$ cat src/rtl/seq_pattern_tx.sv
// Serial pattern transmitter: sends a latched pattern MSB-first, repeated with optional idle gaps.
// Define SEQ_TX_PARITY_EN to append an even-parity bit to every frame.
module seq_pattern_tx #(
  parameter int PAT_W = 4,
  parameter int DIV   = 1,
  parameter int GAP   = 0
) (
  input  logic             clk,
  input  logic             rst,
  input  logic             start,
  input  logic [PAT_W-1:0] pattern,
  input  logic [3:0]       repeat_cnt,
  output logic             out_bit,
  output logic             out_valid,
  output logic             busy,
  output logic             done
);

`ifdef SEQ_TX_PARITY_EN
  localparam int B = PAT_W + 1;
`else
  localparam int B = PAT_W;
`endif
  localparam int DIV_W = (DIV > 1) ? $clog2(DIV) : 1;
  localparam int CNT_W = $clog2(B + 1);

  typedef enum logic [1:0] {S_IDLE, S_SHIFT, S_GAP, S_DONE} state_t;

  state_t             state;
  logic [PAT_W-1:0]   pat_q;
  logic [PAT_W-1:0]   shift_reg;
  logic [CNT_W-1:0]   bit_cnt;
  logic [DIV_W-1:0]   div_cnt;
  logic [3:0]         reps_left;
  logic [3:0]         gap_cnt;

  // shift_reg holds the bits still to be sent; out_bit already carries the current one
  always_ff @(posedge clk or posedge rst) begin
    if (rst) begin
      state     <= S_IDLE;
      pat_q     <= '0;
      shift_reg <= '0;
      bit_cnt   <= '0;
      div_cnt   <= '0;
      reps_left <= '0;
      gap_cnt   <= '0;
      out_bit   <= 1'b0;
      out_valid <= 1'b0;
      busy      <= 1'b0;
      done      <= 1'b0;
    end else begin
      done <= 1'b0;
      case (state)
        S_IDLE: begin
          if (start) begin
            pat_q     <= pattern;
            reps_left <= repeat_cnt;
            shift_reg <= pattern << 1;
            out_bit   <= pattern[PAT_W-1];
            out_valid <= 1'b1;
            busy      <= 1'b1;
            bit_cnt   <= '0;
            div_cnt   <= '0;
            state     <= S_SHIFT;
          end
        end
        S_SHIFT: begin
          if (div_cnt != DIV_W'(DIV - 1)) begin
            div_cnt <= div_cnt + 1'b1;
          end else begin
            div_cnt <= '0;
            if (bit_cnt == CNT_W'(B - 1)) begin
              bit_cnt <= '0;
              if (reps_left == 4'd0) begin
                state     <= S_DONE;
                out_bit   <= 1'b0;
                out_valid <= 1'b0;
                busy      <= 1'b0;
                done      <= 1'b1;
              end else begin
                reps_left <= reps_left - 4'd1;
                if (GAP > 0) begin
                  state     <= S_GAP;
                  gap_cnt   <= '0;
                  out_bit   <= 1'b0;
                  out_valid <= 1'b0;
                end else begin
                  shift_reg <= pat_q << 1;
                  out_bit   <= pat_q[PAT_W-1];
                end
              end
            end else begin
              bit_cnt <= bit_cnt + 1'b1;
`ifdef SEQ_TX_PARITY_EN
              if (bit_cnt == CNT_W'(PAT_W - 1)) begin
                out_bit <= ^pat_q;
              end else begin
                out_bit   <= shift_reg[PAT_W-1];
                shift_reg <= shift_reg << 1;
              end
`else
              out_bit   <= shift_reg[PAT_W-1];
              shift_reg <= shift_reg << 1;
`endif
            end
          end
        end
        S_GAP: begin
          if (div_cnt != DIV_W'(DIV - 1)) begin
            div_cnt <= div_cnt + 1'b1;
          end else begin
            div_cnt <= '0;
            if (gap_cnt == 4'(GAP - 1)) begin
              state     <= S_SHIFT;
              shift_reg <= pat_q << 1;
              out_bit   <= pat_q[PAT_W-1];
              out_valid <= 1'b1;
            end else begin
              gap_cnt <= gap_cnt + 4'd1;
            end
          end
        end
        S_DONE: state <= S_IDLE;
        default: state <= S_IDLE;
      endcase
    end
  end

endmodule
$ cat config.mk
export PLATFORM = sky130hd
export DESIGN_NAME = seq_pattern_tx
export DESIGN_NICKNAME = d
export VERILOG_FILES = /design/src/rtl/seq_pattern_tx.sv
export SDC_FILE = /design/constraint.sdc
export NUM_CORES = 1
export LEC_CHECK = 0
export CORE_AREA = 2 2 53 55
export DETAILED_ROUTE_END_ITERATION = 16
export DIE_AREA = 0 0 55 57
export PLACE_DENSITY_LB_ADDON = 0.1
export SKIP_CTS_REPAIR_TIMING = 1
export SLEW_MARGIN = 20
export SYNTH_ARGS = -nofsm -noshare
export SYNTH_HDL_FRONTEND = slang
export SYNTH_SLANG_ARGS = --single-unit
$ cat constraint.sdc
create_clock -name clk -period 2.1 [get_ports clk]
set_clock_uncertainty 0.2 [all_clocks]
set_input_delay 0.42 -clock clk [delete_from_list [all_inputs] [get_ports clk]]
set_output_delay 0.42 -clock clk [all_outputs]
set_load 0.03 [all_outputs]
* Word-level counts from Yosys, hierarchy flattened
Cells that the tools add are included.
** Storage, ports and cells
- Bits of input ports :: 11
- Output and inout port bits :: 4
- Register bits after elaboration :: 26
- Word-level logic and storage cells :: 91
** Operators by class
- Add/subtract/negate cells :: 4
- Reductions and logical operators :: 16
- Bitwise gates (word level) :: 2
- Eq/ne operators :: 13
- Multiplexer cells :: 45
** Operators by type and width (count)
- $mux 4 :: 10
- $mux 1 :: 18
- $reduce_and 5->1 :: 3
- $ne 2x2->1 const B :: 7
- $mux 2 :: 6
- $pmux 4 s3 :: 1
- $reduce_and 6->1 :: 2
- $mux 3 :: 3
- $pmux 2 s4 :: 1
- $pmux 4 s2 :: 1
- $reduce_and 7->1 :: 1
- $pmux 1 s3 :: 2
- $pmux 3 s2 :: 1
- $reduce_and 3->1 :: 2
- $add 4x1->4 const B :: 1
- $eq 2x2->1 const B :: 2
- $eq 4x4->1 const B :: 1
- $logic_not 4->1 :: 1
- $pmux 1 s2 :: 2
- $reduce_and 2->1 :: 2
- $reduce_bool 2->1 :: 2
- $sub 4x1->4 const B :: 1
- $add 3x1->3 const B :: 1
- $eq 3x2->1 const B :: 1
- other kinds (7) :: 8

* Longest topological paths before layout
- Depth in word-level cells :: 5
- Depth in mapped cells :: 7
- Depth with buffers taken out :: 6

* Worst setup path before layout
No wires, ideal clock.
- Path type :: register -> register
- From :: reg state[0]
- To :: reg shift_reg[1]
- Library setup time :: 0.125 ns
- Path buffers :: 0
- Clock period less this slack :: 1.827 ns
- Arrival time :: 1.502 ns
- Path slack :: 0.273 ns
- Cell stages (with the launch flop) :: 7
- Data required time :: 1.775 ns
- Cells stage by stage :: dfrtp_1 -> inv_1 -> ha_1 -> nor2b_2 -> a211oi_2 -> nand2_2 -> mux2_4
** On the way
- Word-level cells in the longest chain between the ends :: 3
- Elaborated cells between the ends (all ways) :: 11
- Those cells by class :: 7 x eq/ne; 1 x mux; 3 x reduce/logical
** RTL lines
- start, declared :: RTL line 29 : state_t state;
- start signal, assigned :: RTL line 40 : state <= S_IDLE;
- start signal, assigned :: RTL line 64 : state <= S_SHIFT;
- start signal, assigned :: RTL line 75 : state <= S_DONE;
- $eq 2x1->1 (tied with other cells) :: RTL line 53 : case (state)
- $ne 3x3->1 (no line) (tied with other cells)
- $reduce_and 6->1 (no line)
- end signal, assigned :: RTL line 58 : shift_reg <= pattern << 1;
- end signal, assigned :: RTL line 88 : shift_reg <= pat_q << 1;
- end signal, assigned :: RTL line 103 : shift_reg <= shift_reg << 1;
- end, declared :: RTL line 31 : logic [PAT_W-1:0] shift_reg;
Several ways; a longest one is shown, not always the timed one.
A chain may end at the register's enable or synchronous reset.

* Final worst setup path
- From :: reg busy
- To :: out busy
** RTL lines
- start, declared :: RTL line 15 : output logic busy,
- start signal, assigned :: RTL line 49 : busy <= 1'b0;
- start signal, assigned :: RTL line 61 : busy <= 1'b1;
- start signal, assigned :: RTL line 78 : busy <= 1'b0;
No word-level cell between the ends.

==> reports/metrics.cfg <==
[run_status]
status = completed

[clock_tree]
cts_made_buffers = 3
htreeDepth = 1
clk_pin_slew_ns = 0.14
cts_sinks = 24
clk-insertion-delay-late_ns = 0.34
cts_tree = built
clk_path_buf_depth = 2
cts-root-buf = clkbuf_4

[routing]
via_count = 1035
wl_um = 2710
wl_per_cell_um = 15.0
ant_nets = 0
drt_iter0_drc = 30
drcViolationCount = 0
dr.pass1.iters = 5
routed_via_density = 5.72

[critical_path]
crit_path_top_delay_cell = clkdlybuf4s50_1
start_kind = register
max_stage_delay_ns = 0.67
worstSetupPathType = reg -> out
crit_arrival_ns = 1.40
crit_family = buffers and inverters
crit_path_max_fanout = 3
critical_path_buf_inv_count = 1
ff2ff_setup_slack_ns = 0.09
crit_chain = clkdlybuf4s50_1
cp.required_ns = 1.48
end_kind = output pin

[final_layout]
top_regs = gap_cnt x4, pat_q x4, reps_left x4
multi_input_area_um2 = 684
regArea_um2 = 601
area_growth_pct = 19.5
layout-drive-gt1-share = 0.193
diodes = 0
final_nets = 170
final_cells = 181
fillCellCount = 239

[sta]
finalHoldViolations = 0
setup-violations-final = 0
final_max_slew_viol_count = 0
rsz0062_at_grt = no
finalCritPeriodShare = 0.962
fmax_ghz = 0.495
worstMarginPinSlew_ns = 0.417
layout_setup_ws_ns = 0.0793
slew_headroom = 0.722
fin_crit_ns = 2.02
setup_tns_ns = 0

[min_path]
hold_class = in -> async

[placed_design]
dpl.cell_count = 176
routabilityCongestion = 0.818
dp_worst_setup_slack_ns = 0.0530
port_buffers = 14
hpwl_um = 1960

[logic_synthesis]
synthCells = 131
syn_avg_cell_area_um2 = 10.2
yosysSeqAreaShare = 0.450
synth.net_count = 150
yosysTopAreaCell = dfrtp_1
ys_top_cells_by_area = dfrtp_1, ha_1, mux2_2, mux2_4, nand2_1
syn_area_um2 = 1340
synth_top_area_share = 0.450
synth_seq_cells = 24
netlist-cell-type-count = 43
yosysWarnings = 0

[grt]
overflow = 0
grt_use_met1 = 0.250
grt_max_degree = 25
grt_pass1_vias = 1034
grt-busiest-layer = met2
use_met2 = 0.306
grt_use_met3 = 0.0262
grt_usage = 0.191
antenna_found_initial = 0
grt_pass1_wl_um = 4400

[floorplanning]
rows = 19
die_height_um = 57
start_util = 0.511
ios = 15
core_um2 = 2620
dieArea_um2 = 3140
fp.dieW_um = 55

[pwr]
ir_drop_mv = 1.05
p_leak_nw = 0.706
power_density_nw_per_um2 = 1520

[job]
cap_violations = 0

[area by class of cell]
type / count / share of cell area
inverters: 9 / 0.0212
clock buffers: 3 / 0.0141
flip-flops and latches: 24 / 0.376
well taps: 31 / 0.0243
repair buffers: 20 / 0.116
clock inverters: 1 / 0.0188
multi-input cells: 93 / 0.429
[layout by cell type (no fill, tap or decap), drive strengths merged, types with 2 or more instances in the layout]
cell and count:
nand2 12, a31oi 2, ha 8, nor3 3, clkdlybuf4s50 14, dfrtp 24
clkbuf 3, buf 6, inv 9, nor2 8, o21a 2, o31ai 2
nand2b 3, nor2b 3, a41oi 3, a21oi 8, mux2 8, o21ai 8
nand3 6
[stage by stage]
step	utilization	hold WS, ns	power (mW)	cell area (um2)
global route	0.610	0.284	2.61	1600
CTS	0.604	0.243	2.39	1580
floorplan	-	0.235	1.71	1340
detailed placement	0.584	0.279	2.04	1530
global placement	0.584	0.270	2.00	1530
finish	0.610	0.217	2.42	1600
[cell usage after synthesis, drive strengths merged]
master	instances
inv	9
xnor2	1
a21oi	8
o21a	2
nand2	12
nand4	1
a32o	1
a2111oi	1
dfrtp	24
nand3	6
and3	1
o211ai	1
nor2	8
o22a	1
mux2i	1
nor3b	1
a41oi	3
a31oi	2
a211o	1
nor3	3
mux2	8
a21boi	1
nand2b	3
ha	8
o41ai	1
o31ai	2
a22o	1
nor2b	3
o21ai	8
a22oi	1
a211oi	1
o22ai	1
buf	5
or2	1
[worst paths after layout]
kind	startpoint	to	cells after the start
max in group asynchronous	rst	pat_q[2]$_DFFE_PP0P_	3
min in group clk	pat_q[0]$_DFFE_PP0P_	pat_q[0]$_DFFE_PP0P_	2
max reg2reg	state[0]$_DFFE_PP0P_	shift_reg[3]$_DFFE_PP0P_	6
max	busy$_DFFE_PP0P_	busy	1
min	rst	bit_cnt[1]$_DFFE_PP0P_	3
min reg2reg	pat_q[0]$_DFFE_PP0P_	pat_q[0]$_DFFE_PP0P_	2
[layer usage]
metal	up-vias	part of all wire
met4	0	0.019
met3	5	0.025
li1	507	-
met5	-	0
met2	15	0.49
met1	508	0.47
[where the power goes]
group / switching, mW / internal [mW] / total [mW]
clock: 0.155 / 0.193 / 0.349
combinational: 0.668 / 0.626 / 1.29
sequential: 0.140 / 0.637 / 0.777
total: 0.963 / 1.46 / 2.42
[kinds of logic after synthesis]
group,count (synthesis),share of synthesized area
flip-flops,24,0.450
multiplexers,9,0.0834
AO/OA/AOI/OAI,36,0.190
AND/OR/NAND/NOR,39,0.152
adder cells (fa/ha/maj),8,0.0750
buffers and inverters,14,0.0431
XOR/XNOR,1,0.00656
(Power assumes the default switching activity.)
